### config.mk
export PLATFORM = sky130hd
export DESIGN_NAME = hazard_ctrl
export DESIGN_NICKNAME = d
export VERILOG_FILES = /design/src/rtl/hazard_ctrl_pkg.sv /design/src/rtl/hazard_ctrl_sat_counter.sv /design/src/rtl/hazard_ctrl.sv
export SDC_FILE = /design/constraint.sdc
export NUM_CORES = 1
export LEC_CHECK = 0
export ABC_AREA = 0
export CAP_MARGIN = 20
export CORE_AREA = 4 4 98 100
export DETAILED_ROUTE_END_ITERATION = 10
export DIE_AREA = 0 0 102 104
export PLACE_DENSITY_LB_ADDON = 0.1
export SLEW_MARGIN = 15
export SYNTH_ARGS = -nofsm -noshare
export SYNTH_HDL_FRONTEND = slang
export SYNTH_HIERARCHICAL = 1
export SYNTH_SLANG_ARGS = --single-unit
### constraint.sdc
create_clock -name clk -period 3.4 [get_ports clk]
set_input_delay 0.68 -clock clk [delete_from_list [all_inputs] [get_ports clk]]
set_output_delay 0.68 -clock clk [all_outputs]
set_load 0.02 [all_outputs]
### src/rtl/hazard_ctrl_pkg.sv
// Shared pipeline definitions: next-PC and ALU encodings, hazard FSM
// states, the default event-counter width and the hazard control bundle.
package hazard_ctrl_pkg;

    localparam int CNT_W_DEF = 16;

    localparam logic [0:0] ST_RUN     = 1'b0;
    localparam logic [0:0] ST_MEMWAIT = 1'b1;

    typedef enum logic [1:0] {
        NPC_PLUS4  = 2'd0,
        NPC_BRANCH = 2'd1,
        NPC_JAL    = 2'd2,
        NPC_JALR   = 2'd3
    } npc_op_e;

    typedef enum logic [3:0] {
        ALU_ADD  = 4'd0,
        ALU_SUB  = 4'd1,
        ALU_SLL  = 4'd2,
        ALU_SLT  = 4'd3,
        ALU_SLTU = 4'd4,
        ALU_XOR  = 4'd5,
        ALU_SRL  = 4'd6,
        ALU_SRA  = 4'd7,
        ALU_OR   = 4'd8,
        ALU_AND  = 4'd9,
        ALU_LUI  = 4'd10
    } alu_op_e;

    typedef struct packed {
        logic ctrl_select;
        logic pc_write;
        logic if_id_write;
        logic id_ex_write;
        logic if_id_flush;
    } hz_ctrl_t;

    localparam hz_ctrl_t HZ_RESET  = '{1'b0, 1'b0, 1'b0, 1'b0, 1'b1};
    localparam hz_ctrl_t HZ_FREEZE = '{1'b1, 1'b0, 1'b0, 1'b0, 1'b0};
    localparam hz_ctrl_t HZ_FLUSH  = '{1'b0, 1'b1, 1'b1, 1'b1, 1'b1};
    localparam hz_ctrl_t HZ_STALL  = '{1'b0, 1'b0, 1'b0, 1'b1, 1'b0};
    localparam hz_ctrl_t HZ_RUN    = '{1'b1, 1'b1, 1'b1, 1'b1, 1'b0};

endpackage

### src/rtl/hazard_ctrl_sat_counter.sv
// Event counter that sticks at all-ones instead of wrapping.
module sat_counter #(
    parameter int WIDTH = 16
) (
    input  logic             clk,
    input  logic             rstn,
    input  logic             inc,
    output logic [WIDTH-1:0] count
);

    logic [WIDTH-1:0] count_q;
    logic [WIDTH-1:0] count_d;

    always_comb begin
        count_d = count_q;
        if (inc && (count_q != '1)) begin
            count_d = count_q + WIDTH'(1);
        end
    end

    always_ff @(posedge clk or negedge rstn) begin
        if (!rstn) begin
            count_q <= '0;
        end else begin
            count_q <= count_d;
        end
    end

    assign count = count_q;

endmodule

### src/rtl/hazard_ctrl.sv
// Pipeline hazard unit: freeze on memory wait, flush on redirect,
// bubble on load-use, plus event counters and a memory-wait watchdog.
module hazard_ctrl
    import hazard_ctrl_pkg::*;
#(
    parameter int CNT_W   = CNT_W_DEF,
    parameter int TIMEOUT = 255
) (
    input  logic             clk,
    input  logic             rstn,
    input  logic [4:0]       IF_ID_rs1,
    input  logic [4:0]       IF_ID_rs2,
    input  logic             IF_ID_use_rs1,
    input  logic             IF_ID_use_rs2,
    input  logic [4:0]       ID_EX_rd,
    input  logic             ID_EX_MemRead,
    input  logic             EX_redirect,
    input  logic             MEM_busy,
    output logic             CTRL_SELECT,
    output logic             PC_Write,
    output logic             IF_ID_Write,
    output logic             IF_ID_Flush,
    output logic             ID_EX_Write,
    output logic [CNT_W-1:0] stall_cnt,
    output logic [CNT_W-1:0] flush_cnt,
    output logic [CNT_W-1:0] wait_cnt,
    output logic             mem_timeout
);

    localparam int WL_W =
        ($clog2(TIMEOUT + 1) > 9) ? $clog2(TIMEOUT + 1) : 9;
    localparam logic [WL_W-1:0] WL_MAX = WL_W'(TIMEOUT);

    logic            rs1_hit;
    logic            rs2_hit;
    logic            load_use;
    hz_ctrl_t        ctl;
    logic            inc_stall;
    logic            inc_flush;
    logic [0:0]      state_q;
    logic [0:0]      state_d;
    logic [WL_W-1:0] wlen_q;
    logic [WL_W-1:0] wlen_d;
    logic            timeout_q;
    logic            timeout_d;

    assign rs1_hit  = IF_ID_use_rs1 && (IF_ID_rs1 == ID_EX_rd);
    assign rs2_hit  = IF_ID_use_rs2 && (IF_ID_rs2 == ID_EX_rd);
    assign load_use = ID_EX_MemRead && (ID_EX_rd != 5'd0)
                    && (rs1_hit || rs2_hit);

    // Qualifiers are mutually exclusive so the priority is explicit.
    always_comb begin
        ctl       = HZ_RUN;
        inc_stall = 1'b0;
        inc_flush = 1'b0;
        unique case (1'b1)
            !rstn: ctl = HZ_RESET;
            rstn && MEM_busy: ctl = HZ_FREEZE;
            rstn && !MEM_busy && EX_redirect: begin
                ctl       = HZ_FLUSH;
                inc_flush = 1'b1;
            end
            rstn && !MEM_busy && !EX_redirect && load_use: begin
                ctl       = HZ_STALL;
                inc_stall = 1'b1;
            end
            default: ;
        endcase
    end

    assign CTRL_SELECT = ctl.ctrl_select;
    assign PC_Write    = ctl.pc_write;
    assign IF_ID_Write = ctl.if_id_write;
    assign ID_EX_Write = ctl.id_ex_write;
    assign IF_ID_Flush = ctl.if_id_flush;

    // The entering busy cycle counts as the first cycle of the wait.
    always_comb begin
        state_d   = state_q;
        wlen_d    = wlen_q;
        timeout_d = timeout_q;
        unique case (state_q)
            ST_RUN: begin
                if (MEM_busy) begin
                    state_d = ST_MEMWAIT;
                    wlen_d  = WL_W'(1);
                end
            end
            ST_MEMWAIT: begin
                if (!MEM_busy) begin
                    state_d = ST_RUN;
                end else if (wlen_q < WL_MAX) begin
                    wlen_d = wlen_q + WL_W'(1);
                end
            end
        endcase
        if ((state_d == ST_MEMWAIT) && (wlen_d >= WL_MAX)) begin
            timeout_d = 1'b1;
        end
    end

    always_ff @(posedge clk or negedge rstn) begin
        if (!rstn) begin
            state_q   <= ST_RUN;
            wlen_q    <= '0;
            timeout_q <= 1'b0;
        end else begin
            state_q   <= state_d;
            wlen_q    <= wlen_d;
            timeout_q <= timeout_d;
        end
    end

    assign mem_timeout = timeout_q;

    sat_counter #(.WIDTH(CNT_W)) u_stall_cnt (
        .clk   (clk),
        .rstn  (rstn),
        .inc   (inc_stall),
        .count (stall_cnt)
    );

    sat_counter #(.WIDTH(CNT_W)) u_flush_cnt (
        .clk   (clk),
        .rstn  (rstn),
        .inc   (inc_flush),
        .count (flush_cnt)
    );

    sat_counter #(.WIDTH(CNT_W)) u_wait_cnt (
        .clk   (clk),
        .rstn  (rstn),
        .inc   (MEM_busy),
        .count (wait_cnt)
    );

endmodule

# After elaboration in Yosys (flattened, before gate mapping)
# Cells that the tools add are included.
[word_totals]
latch_bits = 0
register_bits = 59
out_inout_bits = 54
ram_bits = 0
mem_bits_ro = 0
memories = 0
[op_classes]
shift = 0
addsub = 4
bitwise_logic = 1
n_mux = 8
reduce_logical = 18
mul = 0
order_cmp = 2
n_eq_ne = 5
div_mod_pow = 0
[op_table]
columns = ["operator", "n"]
rows = [
  ["adder 16 x 1 -> 16 bit, second input constant", 3],
  ["!= test 16 bit, second input constant", 3],
  ["two-way mux 9 bit", 3],
  ["one-hot mux 5 bit (4 select lines)", 1],
  ["one-hot mux 9 bit (2 select lines)", 1],
  ["logical AND 1 bit", 13],
  ["== test 5 bit", 2],
  ["adder 9 x 1 -> 9 bit, second input constant", 1],
  [">= comparator 9 x 8 -> 1 bit, second input constant", 1],
  ["less-than comparator 9 x 8 -> 1 bit, second input constant", 1],
  ["nonzero test 5 bit", 1],
  ["logical NOT 1 bit", 3],
  ["two-way mux 1 bit", 3],
  ["logical OR 1 bit", 1],
  ["inverter 1 bit", 1],
]

# Depth between registers and ports, before layout
[logic_depth]
depth_word = 7
mapped_depth = 9
depth_no_buf = 9

# Cells and area by module
# Netlist, hierarchy kept.
[by_module_without_submodules]
columns = ["module", "area_each_um2", "cells_per_inst", "instances"]
rows = [
  ["sat_counter", 859.6, 72, 3],
  ["hazard_ctrl", 822.0, 94, 1],
]

# Least setup slack after synthesis
# No wires, ideal clock.
[synth_timing]
path_kind = "input to register"
startpoint = "input port MEM_busy"
endpoint = "register u_stall_cnt.count_q[5], in the netlist u_stall_cnt/count[5]"
path_slack_ns = 0.769
cell_stages = 7
n_path_buf = 1
arrival_ns = 2.512
path_cell_list = "buf_2 -> nor2b_1 -> nor3b_1 -> and3_1 -> and4_2 -> o211ai_1 -> o21a_1"
[synth_via]
elab_chain_len = 6
[synth_lines]
columns = ["item", "line", "rtl"]
rows = [
  ["start: declaration", "hazard_ctrl.sv:18", "input logic MEM_busy,"],
  ["logical NOT 1 bit", "n/a", ""],
  ["logical AND 1 bit (3 in a row)", "hazard_ctrl.sv:64", "rstn && !MEM_busy && !EX_redirect && load_use: begin"],
  ["two-way mux 1 bit", "hazard_ctrl.sv:57", "unique case (1'b1)"],
  ["via inc_stall", "hazard_ctrl.sv:38", "logic inc_stall;"],
  ["logical AND 1 bit", "hazard_ctrl_sat_counter.sv:16", "if (inc && (count_q != '1)) begin"],
  ["end signal: assignment", "hazard_ctrl_sat_counter.sv:25", "count_q <= count_d;"],
  ["end: declaration", "hazard_ctrl_sat_counter.sv:11", "logic [WIDTH-1:0] count_q;"],
]
# The timed path passes the listed nets, and every way through them passes these cells.
# A chain may end at the register's enable or synchronous reset.

# Worst setup path in the final report
[layout_timing]
startpoint = "input port ID_EX_rd[1]"
endpoint = "output port IF_ID_Write"
[layout_via]
elab_chain_len = 6
[layout_lines]
columns = ["item", "line", "rtl"]
rows = [
  ["start: declaration", "hazard_ctrl.sv:15", "input logic [4:0] ID_EX_rd,"],
  ["== test 5 bit, on equally long branches", "hazard_ctrl.sv:47, hazard_ctrl.sv:48", ""],
  ["logical AND 1 bit, on equally long branches", "hazard_ctrl.sv:47, hazard_ctrl.sv:48", ""],
  ["logical OR 1 bit", "hazard_ctrl.sv:50", "&& (rs1_hit || rs2_hit);"],
  ["logical AND 1 bit (*)", "hazard_ctrl.sv:50", ""],
  ["logical AND 1 bit (*)", "hazard_ctrl.sv:64", ""],
  ["one-hot mux 5 bit (4 select lines) (*)", "hazard_ctrl.sv:57", ""],
  ["end: declaration", "hazard_ctrl.sv:21", "output logic IF_ID_Write,"],
]
# Every way passes the cells marked *; elsewhere a longest branch is shown, timed or not.

==> results.yml <==
status:
  status: "complete, no violations"
global_routing:
  grt_pass1_vias: 2784
  grt_antenna_before_repair: 0
  grt_max_degree: 35
  grt_first_pass_wirelength_um: 13800
  grt-ovfl-total: 0
  grt_usage: 0.161
cells_and_area:
  utilization: 0.518
  mostFrequentLayoutCells: "clkdlybuf4s50_1 (73), dfrtp_1 (59), nand4_1 (30)"
  fin_nets: 425
  layout-drive-gt1-share: 0.134
  insertedDiodeCount: 0
  final_common_cell: "clkdlybuf4s50_1"
  syn_to_final_growth_pct: 32.2
timing:
  setup_violations: 0
  finClkSkew_ns: 0.00843
  min_period_ns: 3.26
  slew-limit-headroom: 0.629
  hold_viol_final: 0
  grt_setup_unrepaired: "false"
  period_share: 0.959
  tightest_slew_ns: 0.549
  final.setup.tns_ns: 0
  final_max_slew_viol_count: 0
  max_freq_mhz: 307
  hold_slack_ns: 0.396
  layout_setup_ws_ns: 0.141
synthesis:
  yosys_register_bits: 59
  synthFlopType: "dfrtp_1"
  syn_nets: 336
  yosysWarnings: 6
  synth_edf_count: 0
  ys_types: 56
  avgSynthCellArea_um2: 11.0
  synth_seq_area_share: 0.434
  syn_area_um2: 3400
  async_flop_share: 1.00
  synthCells: 310
critical_path:
  cp_max_fo: 3
  max_stage_delay_ns: 0.55
  arrival_ns: 2.58
  cp-start-kind: "primary input"
  crit_top_cell: "clkdlybuf4s50_1"
  critPathBufInv: 2
  critical_path_required_ns: 2.72
  end_kind: "output pin"
  slowest_stage: "clkdlybuf4s50_1"
  crit_chain: "clkdlybuf4s50_1, xnor2_1, nand4_1, o22ai_1, nand3_1, o21a_1, clkdlybuf4s50_1"
  critical_path_class: "in -> out"
  crit_family: "buffers and inverters"
placed_design:
  dp_slack_ns: 0.129
  dp_hpwl_um: 6000
  numPortBuffers: 75
  place.gp.congestion: 0.762
floorplanning:
  ios: 76
  initial_core_util: 0.392
  fp.dieArea_um2: 10600
  rows: 34
  die_h_um: 104
  die_w_um: 102
  core-area_um2: 8680
pwr:
  power_density_nw_per_um2: 453
  p_leak_uw: 0.00187
  p_clk_frac: 0.306
  vdd.ir_drop.worst_mv: 0.278
  p_int_uw: 1370
  p_seq_frac: 0.453
  combinationalPowerShare: 0.242
  p_sw_uw: 668
  netSwitchingFraction: 0.328
cts:
  cts_root_buffer: "clkbuf_8"
  cts_tree: "done"
  clockBufferDepth: 2
  hold_buffers: 0
  clk_latency_ns: 0.33
  cts_buffers: 9
  cts.clk_slew.worst_paths_ns: 0.06
  cts.sink_count: 59
  htreeDepth: 3
  post_cts_buffers: 0
drt:
  vias_per_cell: 5.60
  drt_pass1_iterations: 4
  drcViolationCount: 0
  drtAntennaViolNets: 0
  wire_per_inst_um: 16.0
  drt_wl_total_um: 8180
  vias: 2854
  first_iter_violations: 103
min_path:
  hp-class: "in -> async"
run:
  maxCapViolCount: 0
==> sequential cells by signal, indices dropped and copies added, names as in the netlist <==
signal,count
state_q,1
u_wait_cnt/count,16
mem_timeout,1
wlen_q,9
u_stall_cnt/count,16
u_flush_cnt/count,16
==> path summary, 6_finish.rpt <==
path	startpoint	endpoint	slack, ns	depth (start not counted)
max in group asynchronous	rstn	u_flush_cnt/count[12]$_DFFE_PN0P_	2.67	2
setup reg to reg	wlen_q[0]$_DFF_PN0_	mem_timeout$_DFFE_PN0P_	1.40	5
min in group clk	u_stall_cnt/count[15]$_DFFE_PN0P_	u_stall_cnt/count[15]$_DFFE_PN0P_	0.53	1
hold / removal	rstn	u_wait_cnt/count[6]$_DFFE_PN0P_	0.40	2
hold reg to reg	u_stall_cnt/count[15]$_DFFE_PN0P_	u_stall_cnt/count[15]$_DFFE_PN0P_	0.53	1
setup / recovery	ID_EX_rd[1]	IF_ID_Write	0.14	7
==> kinds of logic after synthesis <==
kind of cell	after synthesis	share of synthesized area
compound gates	65	0.146
flops	59	0.434
xor+xnor	32	0.0824
fa+ha+maj	4	0.0147
simple gates	137	0.296
mux	5	0.0162
buf+inv	8	0.0103
==> power by group through the flow <==
| stage | Combinational (uW) | Clock [uW] | Sequential [uW] |
|---|---|---|---|
| after global placement | 490 | 0 | 932 |
| after floorplan | 184 | 0 | 987 |
| after CTS | 501 | 637 | 921 |
| after global routing | 538 | 667 | 940 |
| after detailed placement | 496 | 0 | 932 |
| final | 492 | 622 | 921 |
==> timing repair <==
action / CTS / global route
resized for setup: 0 / 1
hold endpoints to repair: 0 / 0
setup endpoints to repair: 0 / 1
==> cell usage after synthesis (3+ instances only) <==
library cell,instances,area [um2]
and4_2,3,30.0
ha_1,4,50.1
inv_1,5,18.8
nor2_2,3,18.8
nor3_2,3,30.0
dfrtp_1,59,1480
mux2_1,3,33.8
nor2_1,9,33.8
a32oi_1,3,26.3
nand3_1,18,90.1
o21a_1,17,128
nor4_4,6,128
and4_4,3,33.8
o31ai_4,3,63.8
o211ai_1,4,30.0
xor2_1,7,61.3
a31oi_1,11,68.8
and4b_1,3,30.0
xnor2_1,25,219
nand2_1,24,90.1
nand4_4,3,63.8
nand3_4,3,52.6
o21ai_0,7,35.0
and2_1,3,18.8
and3_1,6,37.5
and4_1,3,26.3
nand4_2,3,37.5
nand4_1,30,188
a21oi_1,9,45.0
==> metal layers <==
layer | share of wire | up-vias | GRT usage
met3 | 0.034 | 7 | 0.0315
met4 | 0.010 | 0 | 0.0572
met1 | 0.47 | 1394 | 0.228
li1 | - | 1391 | -
met2 | 0.48 | 62 | 0.244
met5 | 0 | - | 0
==> stage by stage <==
step | power (uW) | instances | cell area (um2)
floorplan | 1170 | 310 | 3400
global placement | 1420 | 496 | 4310
detailed placement | 1430 | 496 | 4310
CTS | 2060 | 510 | 4490
global route | 2150 | 510 | 4490
finish | 2040 | 510 | 4490
==> area by class of cell <==
class	instances	area, um2
Fill cell	812	4180
Multi-Input combinational cell	243	1890
Sequential cell	59	1480
Timing Repair Buffer	81	793
Clock buffer	11	141
Tap cell	108	135
Clock inverter	3	40.0
Inverter	5	18.8
Power figures use the tool's default switching activity.
